$ cat src/rtl/conv_param.sv
// Streaming 1-D correlation: loads an N-sample vector and an M-tap filter, then
// emits N-M+1 saturated (optionally ReLU'd) dot products over a valid/ready port.
//
// state     | meaning
// S_LOAD    | accepting x and f samples until both buffers are full
// S_COMPUTE | one MAC per cycle through the product register and accumulator
// S_OUTPUT  | holding y_data with y_valid high until accepted
module conv_param #(
  parameter int N    = 12,
  parameter int M    = 5,
  parameter int T    = 10,
  parameter int P    = 23,
  parameter int RELU = 0
) (
  input  logic                clk,
  input  logic                reset,
  input  logic signed [T-1:0] x_data,
  input  logic                x_valid,
  output logic                x_ready,
  input  logic signed [T-1:0] f_data,
  input  logic                f_valid,
  output logic                f_ready,
  output logic signed [P-1:0] y_data,
  output logic                y_valid,
  input  logic                y_ready
);

  localparam int ACCW = 2*T + $clog2(M);
  localparam int XCW  = $clog2(N+1);
  localparam int FCW  = $clog2(M+1);
  localparam int XIW  = (N > 1) ? $clog2(N) : 1;
  localparam int FIW  = (M > 1) ? $clog2(M) : 1;
  localparam int SW   = $clog2(M+2);

  localparam logic [1:0] S_LOAD    = 2'd0;
  localparam logic [1:0] S_COMPUTE = 2'd1;
  localparam logic [1:0] S_OUTPUT  = 2'd2;

  logic [1:0]             state;
  logic                   active;
  logic [XCW-1:0]         x_cnt;
  logic [FCW-1:0]         f_cnt;
  logic [XIW-1:0]         m_idx;
  logic [SW-1:0]          step;
  logic signed [2*T-1:0]  prod;
  logic                   prod_vld;
  logic signed [ACCW-1:0] acc;
  logic signed [T-1:0]    x_buf [N];
  logic signed [T-1:0]    f_buf [M];
  logic signed [T-1:0]    x_sel;
  logic signed [T-1:0]    f_sel;
  logic signed [P-1:0]    y_sat;
  logic signed [P-1:0]    y_out;
  logic                   x_acc;
  logic                   f_acc;
  logic                   x_full_nxt;
  logic                   f_full_nxt;

  // readies come only from registered state, never from the valids
  assign x_ready = active && (state == S_LOAD) && (x_cnt < XCW'(N));
  assign f_ready = active && (state == S_LOAD) && (f_cnt < FCW'(M));
  assign x_acc   = x_valid && x_ready;
  assign f_acc   = f_valid && f_ready;

  assign x_full_nxt = (x_cnt == XCW'(N)) || (x_acc && (x_cnt == XCW'(N-1)));
  assign f_full_nxt = (f_cnt == FCW'(M)) || (f_acc && (f_cnt == FCW'(M-1)));

  always_ff @(posedge clk) begin
    if (x_acc) x_buf[XIW'(x_cnt)] <= x_data;
    if (f_acc) f_buf[FIW'(f_cnt)] <= f_data;
  end

  always_comb begin
    x_sel = '0;
    f_sel = '0;
    if (step < SW'(M)) begin
      x_sel = x_buf[XIW'(int'(m_idx) + int'(step))];
      f_sel = f_buf[FIW'(step)];
    end
  end

  generate
    if (P < ACCW) begin : g_sat
      localparam logic signed [ACCW-1:0] SAT_MAX = {{(ACCW-P+1){1'b0}}, {(P-1){1'b1}}};
      localparam logic signed [ACCW-1:0] SAT_MIN = {{(ACCW-P+1){1'b1}}, {(P-1){1'b0}}};
      always_comb begin
        if (acc > SAT_MAX)      y_sat = SAT_MAX[P-1:0];
        else if (acc < SAT_MIN) y_sat = SAT_MIN[P-1:0];
        else                    y_sat = acc[P-1:0];
      end
    end else begin : g_ext
      always_comb begin
        y_sat = P'(acc);
      end
    end
  endgenerate

  assign y_out = ((RELU != 0) && y_sat[P-1]) ? '0 : y_sat;

  // step 0..M-1 issues products, step M drains the last one, step M+1 publishes
  always_ff @(posedge clk or posedge reset) begin
    if (reset) begin
      state    <= S_LOAD;
      active   <= 1'b0;
      x_cnt    <= '0;
      f_cnt    <= '0;
      m_idx    <= '0;
      step     <= '0;
      prod     <= '0;
      prod_vld <= 1'b0;
      acc      <= '0;
      y_data   <= '0;
      y_valid  <= 1'b0;
    end else begin
      active   <= 1'b1;
      prod_vld <= 1'b0;
      case (state)
        S_LOAD: begin
          if (x_acc) x_cnt <= x_cnt + XCW'(1);
          if (f_acc) f_cnt <= f_cnt + FCW'(1);
          if (x_full_nxt && f_full_nxt) begin
            state <= S_COMPUTE;
            step  <= '0;
            acc   <= '0;
          end
        end
        S_COMPUTE: begin
          if (step < SW'(M)) begin
            prod     <= (2*T)'(x_sel) * (2*T)'(f_sel);
            prod_vld <= 1'b1;
          end
          if (prod_vld) acc <= acc + ACCW'(prod);
          if (step == SW'(M+1)) begin
            y_data  <= y_out;
            y_valid <= 1'b1;
            state   <= S_OUTPUT;
          end else begin
            step <= step + SW'(1);
          end
        end
        S_OUTPUT: begin
          if (y_ready) begin
            y_valid <= 1'b0;
            step    <= '0;
            acc     <= '0;
            if (m_idx == XIW'(N-M)) begin
              state <= S_LOAD;
              x_cnt <= '0;
              f_cnt <= '0;
              m_idx <= '0;
            end else begin
              m_idx <= m_idx + XIW'(1);
              state <= S_COMPUTE;
            end
          end
        end
        default: state <= S_LOAD;
      endcase
    end
  end

endmodule

$ cat config.mk
export PLATFORM = sky130hd
export DESIGN_NAME = conv_param
export DESIGN_NICKNAME = d
export VERILOG_FILES = /design/src/rtl/conv_param.sv
export SDC_FILE = /design/constraint.sdc
export NUM_CORES = 1
export LEC_CHECK = 0
export BUFFER_PORTS_ARGS = -buffer_cell sky130_fd_sc_hd__buf_2
export CAP_MARGIN = 20
export CORE_MARGIN = 3
export CORE_UTILIZATION = 38
export CTS_CLUSTER_SIZE = 10
export DETAILED_ROUTE_END_ITERATION = 6
export MAX_ROUTING_LAYER = met4
export PLACE_DENSITY = 0.57
export SYNTH_ARGS = -nofsm -noshare
export SYNTH_HDL_FRONTEND = slang
export SYNTH_SLANG_ARGS = --single-unit
$ cat constraint.sdc
create_clock -name clk -period 12 [get_ports clk]
set_input_delay 1.2 -clock clk [delete_from_list [all_inputs] [get_ports clk]]
set_output_delay 1.2 -clock clk [all_outputs]
set_load 0.02 [all_outputs]
==> results by group, run 1 <==
Outcome
  • Outcome: finished clean

Setup path
  • Reg2Reg Capture Point: prod[17]
  • Type of element capturing the critical path: register
  • Critical path arrival: 8.26 ns
  • Register-to-Register Setup Slack: 4.15 ns
  • Worst-path fanout max: 20
  • Endpoint required time on the critical path: 12.41 ns
  • R2R depth: 23
  • Worst Setup Start Kind: register
  • Beginning of the worst register-to-register path: step[1]
  • Worst setup path category: register to register

Final layout
  • Footprint of the multi-input gates: 7330 µm²
  • Final nets: 1481
  • Leading cell type in the layout, fill and taps excluded: edfxtp_1
  • Post-Layout Cell Count: 1820
  • Fill cells: 3638
  • Ratio of cells with drive above 1 in the final layout: 15.4%
  • Total area of sequential cells: 7230 µm²
  • Area Growth Syn to Fin: 11.7%
  • Commonest cells after routing, fill and taps aside: 170 x edfxtp_1, 147 x inv_1, 138 x nand2_1
  • ANT cells: 0

STA
  • Min Clock Period, post-route: 7.85 ns
  • Post-Route Hold Slack: 0.487 ns
  • Setup repair after global routing missed its margin: false
  • Ratio of final minimum period to clock period: 65.4%
  • Worst setup margin: 4.15 ns
  • Endpoints failing setup: 0
  • Maximum frequency from static timing analysis: 0.127 GHz
  • Slew headroom: 28.9%
  • Sum Neg Setup Slack: 0 ns
  • Slew of the pin with the lowest slew margin: 1.06 ns
  • Count of final hold-check violations: 0
  • Max-slew violation count: 0
  • Post-Route Skew: 0.0286 ns

Place
  • Number of cells after detailed placement: 1764
  • Number of port buffers: 50
  • Half-perimeter wire length after detailed placement: 23.0 mm
  • Global placer's final weighted congestion: 0.911
  • Post-Place Setup Slack: 4.12 ns

Yosys
  • Share of synthesized area spent on multiplexers: 9.24%
  • Total nets after synthesis: 1420
  • Async set or reset register ratio after synthesis: 33.3%
  • Top cell type by total area after synthesis: edfxtp_1
  • Count of yosys warnings during synthesis: 0
  • Fraction of the mapped netlist area in adder cells: 19.1%
  • Number of distinct library cells after synthesis: 67
  • Sequential element share of the synthesized area: 47.5%
  • Cell types with the largest area share after synthesis: edfxtp_1 34%, dfrtp_1 14%, fa_1 12%
  • Post-synth EDFFs: 170
  • Syn avg cell area: 12.5 µm²
  • Post-Synth XOR/XNOR Area: 2.48%
  • Synthesized netlist cell count: 1218
  • Combinational family with the most area after synthesis: adder cells
  • Primary FF master, synth: edfxtp_1
  • Summed instance area of the synthesized netlist: 15200 µm²
  • Simple-gate portion of the synthesized area: 9.19%
  • Number of synthesized register bits: 255
  • Post-synth top area share: 33.5%
  • Compound-cell area share of the yosys netlist: 7.89%

Clocking
  • Post-cts hold buffer count: 0
  • TritonCTS clock tree: built
  • Root buffer cell: clkbuf_16
  • Clock transition time at the flip-flop clock pins of the worst setup and hold paths: 0.06 ns
  • Number of clock sinks seen by CTS: 255
  • PostCTS Resize Cnt: 0
  • Number of H-tree levels: 1
  • Worst skew pair latency: 0.57 ns
  • Maximum clock path buffer count: 3
  • Number of CTS-inserted buffers: 30
  • Buffers inserted during post-CTS setup optimization: 0

Detailed routing
  • Drc violations: 0
  • Count of routing violations after the opening detailed-route iteration: 535
  • First-pass iteration count of the detailed router: 6
  • Wirelength per Cell: 17.4 µm
  • Count of vias placed by the detailed router: 9136
  • Wirelength, routed: 31.7 mm
  • Detail Route Antenna Nets: 0
  • Post-detailed-route via-to-cell ratio: 5.02

GRT
  • Initial antenna violation count: 1
  • All-layer global routing usage: 15.8%
  • Wire length of the first global-routing pass: 51.6 mm
  • Vias in the first global route: 9287
  • Maximum number of pins on one net before global-route repair: 67
  • GRT overflow: 0

Worst hold path
  • Worst Hold Path Cells: 2
  • Path category of the worst min-delay check: register to register
  • Hold worst-path end: prod[4]
  • Startpoint of the worst hold path: prod[4]

Die
  • Number of rows in the core area: 72
  • CORE AREA: 39100 µm²
  • Die width: 206 µm
  • # IOs: 51
  • Chip height: 206 µm
  • Effective utilization at floorplan: 39.0%
  • Full die area: 42500 µm²

Flow run
  • Maximum Capacitance Violations: 0
==> routing by layer <==
layer	wire, µm	GRT usage [%]
met3	1180	2.13
met1	14700	21.5
met5	0	-
met4	557	3.13
met2	15300	25.9
==> layout make-up <==
| cell class | instances | area share [%] |
|---|---|---|
| repair buffers | 61 | 2.03 |
| clock buffers | 52 | 4.95 |
| clock inverters | 3 | 0.397 |
| multi-input cells | 783 | 43.0 |
| inverters | 148 | 3.28 |
| flip-flops and latches | 255 | 42.5 |
| well taps | 518 | 3.81 |
==> Yosys cell counts (5+ instances only) <==
library cell / count
a211oi_2: 7
nand2_1: 138
o211ai_1: 9
or3_1: 5
a211oi_1: 6
xor2_1: 16
mux2i_1: 18
a21o_1: 14
xnor2_1: 24
fa_1: 93
a21oi_1: 27
and2_1: 14
o31ai_1: 10
and3_1: 9
mux2_2: 29
o21a_1: 6
or2_2: 5
a31oi_1: 7
buf_2: 14
inv_1: 148
o21ai_0: 45
edfxtp_1: 170
clkbuf_1: 14
nand3_1: 16
nor2_1: 76
dfrtp_1: 85
nor2b_1: 8
mux4_2: 40
nor3_1: 12
ha_1: 84
==> sequential cells by signal, indices dropped and copies added (netlist names), 4 cells and up <==
name,count
x_buf,120
f_buf,50
acc,23
y_data,23
prod,20
m_idx,4
x_cnt,4
==> worst max-delay path by stage <==
stage | from | to
detailed placement | step[1] | prod[17]
global route | step[1] | prod[17]
CTS | step[1] | prod[17]
finish | step[1] | prod[17]
floorplan | m_idx[0] | prod[17]
global placement | step[1] | prod[19]
==> logic make-up after synthesis <==
family | Yosys count
AND/OR/NAND/NOR | 309
flip-flops | 255
buffers and inverters | 180
adder cells (fa/ha/maj) | 177
AO/OA/AOI/OAI | 168
multiplexers | 87
XOR/XNOR | 41
other | 1
==> critical path: stages (launching register included) <==
cell and delay [ns]:
dfrtp_1 0.80, ha_1 0.36, a21o_1 0.18, a21oi_1 0.22
xor2_2 0.77, nor2_1 0.14, a211oi_2 0.61, nand3_1 0.21
fa_1 0.54, fa_1 0.50, inv_1 0.06, fa_1 0.50
fa_1 0.54, inv_1 0.05, fa_1 0.52, inv_1 0.04
ha_1 0.33, or2_2 0.32, a31o_2 0.25, o211ai_1 0.13
nand3b_1 0.15, a31oi_1 0.22, xor2_1 0.15, o21ai_0 0.09
==> through the flow <==
stage               util, %  instance area, µm²
global route           43.5               17000
CTS                    43.5               17000
finish                 43.5               17000
floorplan                 -               15200
global placement       41.2               16100
detailed placement     41.2               16100
Power of run 1 is not shown: default switching activity piles up to over one toggle a cycle in this logic, so the estimate is an artifact.
==> inputs of run 2 (changes only) <==
--- a/config.mk
+++ b/config.mk
@@ -12,7 +12,7 @@
 export CTS_CLUSTER_SIZE = 10
 export DETAILED_ROUTE_END_ITERATION = 6
 export MAX_ROUTING_LAYER = met4
-export PLACE_DENSITY = 0.57
+export PLACE_DENSITY = 0.59
 export SYNTH_ARGS = -nofsm -noshare
 export SYNTH_HDL_FRONTEND = slang
 export SYNTH_SLANG_ARGS = --single-unit
==> constraint.sdc (replaced) <==
create_clock -name clk -period 7.05 [get_ports clk]
set_input_delay 0.705 -clock clk [delete_from_list [all_inputs] [get_ports clk]]
set_output_delay 0.705 -clock clk [all_outputs]
set_load 0.02 [all_outputs]
==> results by group, run 2 (same netlist as run 1, synthesis figures left out) <==
STA
  • Post-Route Hold Slack: 0.160 ns
  • Endpoints failing setup: 0
  • Post-Route Skew: 0.0399 ns
  • Slew headroom: 29.8%
  • Count of final hold-check violations: 0
  • Slew of the pin with the lowest slew margin: 1.05 ns
  • Ratio of final minimum period to clock period: 96.3%
  • Min Clock Period, post-route: 6.79 ns
  • Maximum frequency from static timing analysis: 0.147 GHz
  • Worst setup margin: 0.259 ns
  • Max-slew violation count: 0

GRT
  • Initial antenna violation count: 0
  • All-layer global routing usage: 15.8%
  • Wire length of the first global-routing pass: 52.0 mm
  • Vias in the first global route: 9698
  • GRT overflow: 0
  • Maximum number of pins on one net before global-route repair: 58

Detailed routing
  • Wirelength, routed: 32.1 mm
  • Drc violations: 0
  • Detail Route Antenna Nets: 0
  • Wirelength per Cell: 17.3 µm
  • Count of vias placed by the detailed router: 9369
  • Count of routing violations after the opening detailed-route iteration: 567
  • Post-detailed-route via-to-cell ratio: 5.05
  • First-pass iteration count of the detailed router: 5

Final layout
  • Leading cell type in the layout, fill and taps excluded: edfxtp_1
  • Largest register by flop count: x_buf
  • Number of flip-flops in the largest register: 120
  • Area Growth Syn to Fin: 14.7%
  • Final nets: 1518
  • Footprint of the multi-input gates: 7440 µm²
  • ANT cells: 0
  • Total area of sequential cells: 7230 µm²
  • Registers with the most flip-flops: x_buf: 120 flops, f_buf: 50 flops
  • Commonest cells after routing, fill and taps aside: 170 x edfxtp_1, 146 x inv_1, 137 x nand2_1
  • Fill cells: 3610
  • Ratio of cells with drive above 1 in the final layout: 19.2%

Clocking
  • Number of clock sinks seen by CTS: 255
  • Number of CTS-inserted buffers: 30
  • Worst skew pair latency: 0.58 ns
  • Root buffer cell: clkbuf_16
  • Post-cts hold buffer count: 0
  • Maximum clock path buffer count: 3
  • Clock transition time at the flip-flop clock pins of the worst setup and hold paths: 0.05 ns
  • Number of H-tree levels: 1
  • TritonCTS clock tree: built

Place
  • Half-perimeter wire length after detailed placement: 23.5 mm
  • Number of port buffers: 50
  • Global placer's final weighted congestion: 0.905
  • Post-Place Setup Slack: 0.137 ns

Die
  • Chip height: 206 µm
  • Full die area: 42500 µm²
  • # IOs: 51
  • Die width: 206 µm
  • Number of rows in the core area: 72
  • CORE AREA: 39100 µm²
  • Effective utilization at floorplan: 39.0%

Setup path
  • Slowest stage delay, CP: 0.61 ns
  • Critical path arrival: 7.21 ns
  • Endpoint required time on the critical path: 7.47 ns
  • Critical-path cell with the highest stage delay: fa_2
  • Cell class contributing the biggest share of worst-path delay: adder cells
  • Worst-path fanout max: 8
  • Buffers & Inverters on Critical Path: 5
  • Worst Setup Start Kind: register
  • Cell with the most instances on the worst path: fa_1
  • Type of element capturing the critical path: register
  • Worst setup path category: register to register

Outcome
  • Outcome: finished clean

Worst hold path
  • Path category of the worst min-delay check: input pin to async pin

Flow run
  • Maximum Capacitance Violations: 0
-- run 2: cell types whose count changed in the layout (fill, tap and decap cells not counted), sizes merged --
cell,delta
buf,+35
clkinv,+3
bufinv,-1
clkinvlp,-1
inv,-1
-- run 2: per-layer routing --
metal  GRT usage, %  up-vias  part of all wire (%)
met5              -        -                     0
met3           2.16       36                   3.7
met4           3.59        0                   1.8
li1               -     4471                     -
met2           26.9      162                    50
met1           20.4     4700                    44
-- run 2: metrics by stage --
step	instances	cell area (µm²)	setup TNS, ns	util, %
2_1_floorplan	1218	15200	0	-
3_3_place_gp	1788	16300	0	41.7
3_5_place_dp	1788	16300	0	41.7
4_1_cts	1841	17200	0	44.0
5_1_grt	1855	17500	-0.0100	44.7
6_report	1855	17500	0	44.7
-- run 2: final timing paths --
check / start / end / slack [ns] / depth (start not counted)
max: m_idx[0] / prod[17] / 0.26 / 25
min reg2reg: y_data[22] / y_data[22] / 0.48 / 2
max in group asynchronous: reset / y_data[16] / 5.77 / 3
min: reset / y_data[2] / 0.16 / 2
max reg2reg: m_idx[0] / prod[17] / 0.26 / 25
min in group clk: y_ready / state[1] / 0.35 / 2
-- run 2: final cells by class --
type                    instances  share of cell area (%)
inverters                     148                    3.19
well taps                     518                    3.71
repair buffers                 98                    4.02
flip-flops and latches        255                    41.4
clock inverters                 3                   0.229
multi-input cells             783                    42.6
clock buffers                  50                    4.90
-- run 2: timing repair --
action,4_1_cts,5_1_grt
setup buffers,0,12
gates resized for setup,0,29
setup endpoints to repair,0,6
Power of run 2 is left out for the same reason.
